**config.mk**
```make
export PLATFORM = sky130hd
export DESIGN_NAME = bmu_cntunit
export DESIGN_NICKNAME = d
export VERILOG_FILES = /design/src/rtl/bmu_cntunit.sv
export SDC_FILE = /design/constraint.sdc
export NUM_CORES = 1
export LEC_CHECK = 0
export BUFFER_PORTS_ARGS = -buffer_cell sky130_fd_sc_hd__buf_2
export CAP_MARGIN = 5
export CORE_UTILIZATION = 62
export CTS_BUF_LIST = sky130_fd_sc_hd__clkbuf_2 sky130_fd_sc_hd__clkbuf_4 sky130_fd_sc_hd__clkbuf_8
export DETAILED_ROUTE_END_ITERATION = 6
export PLACE_DENSITY = 0.86
export SLEW_MARGIN = 20
export SYNTH_ARGS = -nofsm -noshare
export SYNTH_HDL_FRONTEND = slang
export SYNTH_SLANG_ARGS = --single-unit
```
**constraint.sdc**
```tcl
create_clock -name clk -period 17.7 [get_ports clk]
set_input_delay 0.885 -clock clk [delete_from_list [all_inputs] [get_ports clk]]
set_output_delay 0.885 -clock clk [all_outputs]
set_load 0.01 [all_outputs]
```
**src/rtl/bmu_cntunit.sv**
```systemverilog
// Two-stage bit-count unit (cpop/clz/ctz). S1 registers the count mask and S2 registers its popcount, so the result is valid two cycles after the operand is presented.
// Valid/ready backpressure: a stalled S2 holds its result and S1 holds its mask, and Flush kills both stages.
module bmu_cntunit #(
    parameter int WIDTH = 64
) (
    input  logic             clk,
    input  logic             reset_n,
    input  logic             InValid,
    output logic             InReady,
    input  logic [WIDTH-1:0] A,
    input  logic [1:0]       Op,
    input  logic             W,
    input  logic             Flush,
    output logic             OutValid,
    input  logic             OutReady,
    output logic [WIDTH-1:0] Result
);

    localparam int CW = $clog2(WIDTH) + 1;
    localparam logic [WIDTH-1:0] LO_MASK = WIDTH'(64'h0000_0000_FFFF_FFFF);

    logic             s1_vld;
    logic             s2_vld;
    logic [WIDTH-1:0] s1_p;
    logic             s1_en;
    logic             s2_en;
    logic             accept;

    logic             word;
    logic [WIDTH-1:0] eff_mask;
    logic [WIDTH-1:0] e;
    logic [WIDTH-1:0] e_dec;
    logic [WIDTH-1:0] p_ctz;
    logic [WIDTH-1:0] p_clz;
    logic [WIDTH-1:0] p_next;
    logic             clz_seen;
    logic [CW-1:0]    pop;

    assign s2_en    = !s2_vld || OutReady;
    assign s1_en    = !s1_vld || s2_en;
    assign InReady  = s1_en && !Flush;
    assign accept   = InValid && InReady;
    assign OutValid = s2_vld;

    // Word mode is meaningful only on a 64-bit unit; the mask confines every operation to the low word.
    assign word     = W && (WIDTH == 64);
    assign eff_mask = word ? LO_MASK : '1;
    assign e        = A & eff_mask;
    assign e_dec    = e - WIDTH'(1);
    assign p_ctz    = ~e & e_dec & eff_mask;

    // Leading-zero mask: a bit survives only while no set bit has been seen above it.
    always_comb begin
        clz_seen = 1'b0;
        p_clz    = '0;
        for (int i = WIDTH - 1; i >= 0; i--) begin
            clz_seen = clz_seen | e[i];
            p_clz[i] = ~clz_seen;
        end
        p_clz = p_clz & eff_mask;
    end

    always_comb begin
        p_next = '0;
        case (Op)
            2'b00:   p_next = e;
            2'b01:   p_next = p_clz;
            2'b10:   p_next = p_ctz;
            default: p_next = '0;
        endcase
    end

    always_comb begin
        pop = '0;
        for (int i = 0; i < WIDTH; i++) begin
            pop = pop + CW'(s1_p[i]);
        end
    end

    always_ff @(posedge clk or negedge reset_n) begin
        if (!reset_n) begin
            s1_vld <= 1'b0;
            s2_vld <= 1'b0;
            s1_p   <= '0;
            Result <= '0;
        end else begin
            if (Flush) begin
                s1_vld <= 1'b0;
                s2_vld <= 1'b0;
            end else begin
                if (s1_en) s1_vld <= accept;
                if (s2_en) s2_vld <= s1_vld;
            end
            if (accept) s1_p <= p_next;
            if (s2_en && s1_vld) Result <= WIDTH'(pop);
        end
    end

endmodule

```
# After elaboration in Yosys (flattened, before gate mapping)
# Cells that the tools add are included.
[totals]
reg_bits = 73
input_bits = 72
out_inout_bits = 66
[op_classes]
add_sub_neg = 64
eq_ne = 2
muxes = 6
bitwise = 132
n_reduce_logical = 11
[op_table]
columns = ["cell", "n"]
rows = [
  ["$add A7 B1 Y7", 57],
  ["$and A64 B64 Y64", 4],
  ["$pmux W64 S3", 1],
  ["$mux W64", 1],
  ["$not A1 Y1", 64],
  ["$not A64 Y64", 1],
  ["$sub A64 B1 Y64 const B", 1],
  ["$or A1 B1 Y1", 63],
  ["$add A6 B1 Y7", 1],
  ["$add A5 B1 Y6", 1],
  ["$add A4 B1 Y5", 1],
  ["$add A3 B1 Y4", 1],
  ["$mux W1", 4],
  ["$reduce_bool A2 Y1", 2],
  ["$add A2 B1 Y3", 1],
  ["$logic_and A1 B1 Y1", 3],
  ["$logic_not A1 Y1", 3],
  ["$add A1 B1 Y2", 1],
  ["$eq A2 B1 Y1 const B", 1],
  ["$eq A2 B2 Y1 const B", 1],
  ["$logic_not A2 Y1", 1],
  ["$logic_or A1 B1 Y1", 2],
]

# Depth between registers and ports, before layout
[logic_depth]
depth_word = 68
depth_mapped = 22
depth_no_buf = 22

# Worst setup path after synthesis
# Ideal clock, no wire load.
[synth_path]
kind = "reg2reg"
startpoint = "reg s1_p[53]"
endpoint = "reg Result[4]"
arrival_time_ns = 5.546
t_required_ns = 17.605
path_slack_ns = 12.058
path_stages_with_launch = 22
period_less_slack_ns = 5.642
path_cell_list = "dfrtp_1 > fa_1 > inv_1 > fa_1 > inv_1 > fa_1 > inv_1 > fa_1 > inv_1 > fa_1 > inv_1 > fa_1 > fa_1 > fa_1 > inv_1 > ha_1 > inv_1 > fa_1 > nor2b_1 > o21ai_0 > and3_1 > o31ai_1"
[synth_via]
elab_chain_len = 11
[synth_rtl]
columns = ["element", "line_no", "text"]
rows = [
  ["from (decl)", "24", "logic [WIDTH-1:0] s1_p;"],
  ["from (signal assigned)", "94", "if (accept) s1_p <= p_next;"],
  ["$add A7 B1 Y7 (11 in series)", "76", "pop = pop + CW'(s1_p[i]);"],
  ["to (signal assigned)", "95", "if (s2_en && s1_vld) Result <= WIDTH'(pop);"],
  ["to (decl)", "16", "output logic [WIDTH-1:0] Result"],
]
# Every way passes these cells.
# A chain may end at the register's enable or synchronous reset.

# Final worst setup path
[layout_path]
startpoint = "reg s1_p[53]"
endpoint = "reg Result[6]"
# Same word-level chain as after synthesis.

==> results.yml <==
run_status:
  status: "finished clean"
power_and_ir_drop:
  ir_drop_v: 0.000184
  p_int_uw: 497
  power_density_mw_per_mm2: 121
  power_frac_clock_pct: 16.0
  leakage_uw: 0.00329
  p_sw_share_pct: 44.2
  seq_power_share_pct: 22.2
  p_comb_share_pct: 61.9
  switchingPower_uw: 393
finish:
  area_growth_syn_to_layout_pct: 7.34
  final_cell_mix: "90 x inv_1, 80 x buf_2, 73 x dfrtp_1"
  final_nets: 997
  final_common_cell: "inv_1"
  antennaDiodeCount: 0
  final_cells: 994
  drive_gt1_share_pct: 14.3
detailed_routing:
  post_drt_wl_per_cell_um: 21.8
  drt_wl_total_um: 21600
  drc: 0
  first_pass_iters: 6
  drtAntennaViolNets: 0
  via_per_inst: 6.69
  drtIter0Drc: 1105
  vias: 6649
yosys:
  synth_top_area_cell: "dfrtp_1"
  syn_area_per_cell_um2: 8.64
  syn_area_mm2: 0.00684
  synth_seq_area_share_pct: 26.7
  synth_area_leaders: "dfrtp_1 27%, fa_1 16%, buf_4 6.3%"
  yosys.area.top_type_share_pct: 26.7
  synth_cells: 791
  synthFlopType: "dfrtp_1"
  yosys_warnings: 0
  synth_cell_types: 66
  ys_ff_latch: 73
  synth_edf_count: 0
  ys_async_sr_fraction_pct: 100
clock_tree:
  cts_hold_buf: 0
  clk_pin_slew_ns: 0.08
  cts_buffers: 9
  clock_path_buffers: 2
  htreeDepth: 3
  cts.repair.resized: 0
  post_cts.repair.setup_buffers: 0
  worstSkewPairLatency_ns: 0.37
  cts_tree: "built"
  cts.sink_count: 73
  root_buffer: "clkbuf_8"
sta:
  setup_violations: 0
  relSlewSlack_pct: 25.8
  tightest_slew_ns: 1.11
  fin_tns_setup_ns: 0
  fmax_mhz: 165
  fin_crit_ns: 6.05
  hold_viol_final: 0
  drv_slew: 0
  fin_crit_sh_pct: 34.2
  rsz0062_at_grt: "false"
  fin_skew_ns: 0.0127
placed_design:
  placed_cells: 978
  port_buffers: 80
  place.gp.congestion: 0.940
  dp_hpwl_um: 16100
critical_path:
  crit_chain: "fa_1 -> inv_1 -> fa_1 -> inv_1 -> fa_1 -> inv_1 -> fa_1 -> inv_1 -> fa_1 -> inv_1 -> fa_1 -> fa_1 -> fa_1 -> inv_1 -> ha_1 -> inv_1 -> fa_1 -> nor2b_1 -> o21ai_0 -> a21oi_1 -> o21ai_0 -> a21oi_1"
  critPathMaxStageDelay_ns: 0.53
  crit_fanout: 2
  critPathArrivalTime_ns: 6.34
  crit_slowest_cell: "fa_1"
  required_ns: 17.99
  start_kind: "flop"
  r2r_end: "Result[6]"
  crit_buf_inv: 7
  reg2reg_setup_slack_ns: 11.65
  r2r-start: "s1_p[53]"
  crit_top_cell: "fa_1"
  endpoint_kind: "flop"
  criticalPathCategory: "reg -> reg"
  reg2reg_depth: 22
  crit_family: "adder cells"
floorplanning:
  initial_core_util_pct: 65.1
  die-area_mm2: 0.0115
  design.core.area_mm2: 0.0105
  ios: 138
  die_x_um: 107
  rows: 37
  die-height_um: 107
grt:
  grt_max_degree: 74
  grt_usage_pct: 39.2
  overflow: 0
  grt_pass1_wl_um: 33900
  grt_pass1_vias: 6246
  antenna_found_initial: 0
worst_hold_path:
  min_to: "Result[4]"
  min_from: "Result[4]"
  hold-path-cell-count: 2
  hold_path_class: "reg -> reg"
run:
  maxCapViolations: 0
[power groups by stage]
stage	Clock [uW]	Sequential (uW)	Combinational, uW
floorplan	0	198	402
global placement	0	199	479
detailed placement	0	200	547
CTS	142	197	549
global route	150	199	617
finish	142	197	550
[worst reg2reg max path: cells and delay by family (launching register included)]
kind	cells	cell delay (ns)
adders and majority gates	10	4.45
AOI/OAI and AO/OA	4	0.60
buffers and inverters	7	0.41
DFF	1	0.41
and+or+nand+nor	1	0.11
[logic make-up (layout without fill, tap and decap cells)]
kind of cell / count (synthesis) / after routing / synth area share (%)
simple gates: 231 / 231 / 17.9
compound gates: 219 / 219 / 21.4
buf+inv: 186 / 197 / 13.5
flops: 73 / 73 / 26.7
fa+ha+maj: 72 / 72 / 19.1
mux: 7 / 7 / 1.06
xor+xnor: 2 / 2 / 0.256
other cells: 1 / 57 / 0.0549
[registers in the layout, indices dropped and copies added, names as in the netlist]
| register | count |
|---|---|
| s1_vld | 1 |
| s1_p | 64 |
| OutValid | 1 |
| Result | 7 |
[layout make-up]
type	count	area [um^2]
timing repair buffer	90	475
multi-input combinational	588	4320
sequential	73	1830
inverter	91	342
clock buffer	13	160
tap	136	170
fill	846	3170
clock inverter	3	40.0
[worst max-delay path by stage]
stage / from / to / cells after the start
3_3_place_gp: s1_p[53] / Result[4] / 21
2_1_floorplan: s1_p[53] / Result[4] / 21
4_1_cts: s1_p[53] / Result[6] / 22
5_1_grt: s1_p[53] / Result[6] / 22
3_5_place_dp: s1_p[53] / Result[6] / 22
6_report: s1_p[53] / Result[6] / 22
[cells in the mapped netlist (all sizes together) (5+ instances only)]
cell type / n
or3: 7
nand3: 16
o21ai: 46
a222oi: 6
inv: 90
clkbuf: 32
a22oi: 41
nor4: 28
mux2i: 5
buf: 63
a21oi: 39
o31ai: 24
a31oi: 17
nand2b: 6
nor3: 32
nand4: 8
o41ai: 12
fa: 54
dfrtp: 73
nand2: 45
ha: 18
nor2: 59
[metrics by stage]
step	worst slack (ns)	hold slack (ns)	total power (uW)	area, um^2	util [%]
detailed placement	11.71	0.466	747	7130	67.9
CTS	11.69	0.481	888	7330	69.8
floorplan	12.06	0.459	600	7050	-
global route	11.41	0.520	966	7340	69.8
finish	11.65	0.480	890	7340	69.8
global placement	11.95	0.457	678	7130	67.9
[per-layer routing]
layer,vias up,GRT usage (%),wire [um]
met2,562,62.4,10000
met1,3159,53.6,7950
met3,82,6.99,2760
li1,2846,-,-
met4,0,15.0,900
met5,-,0,0
(Power assumes the default switching activity.)
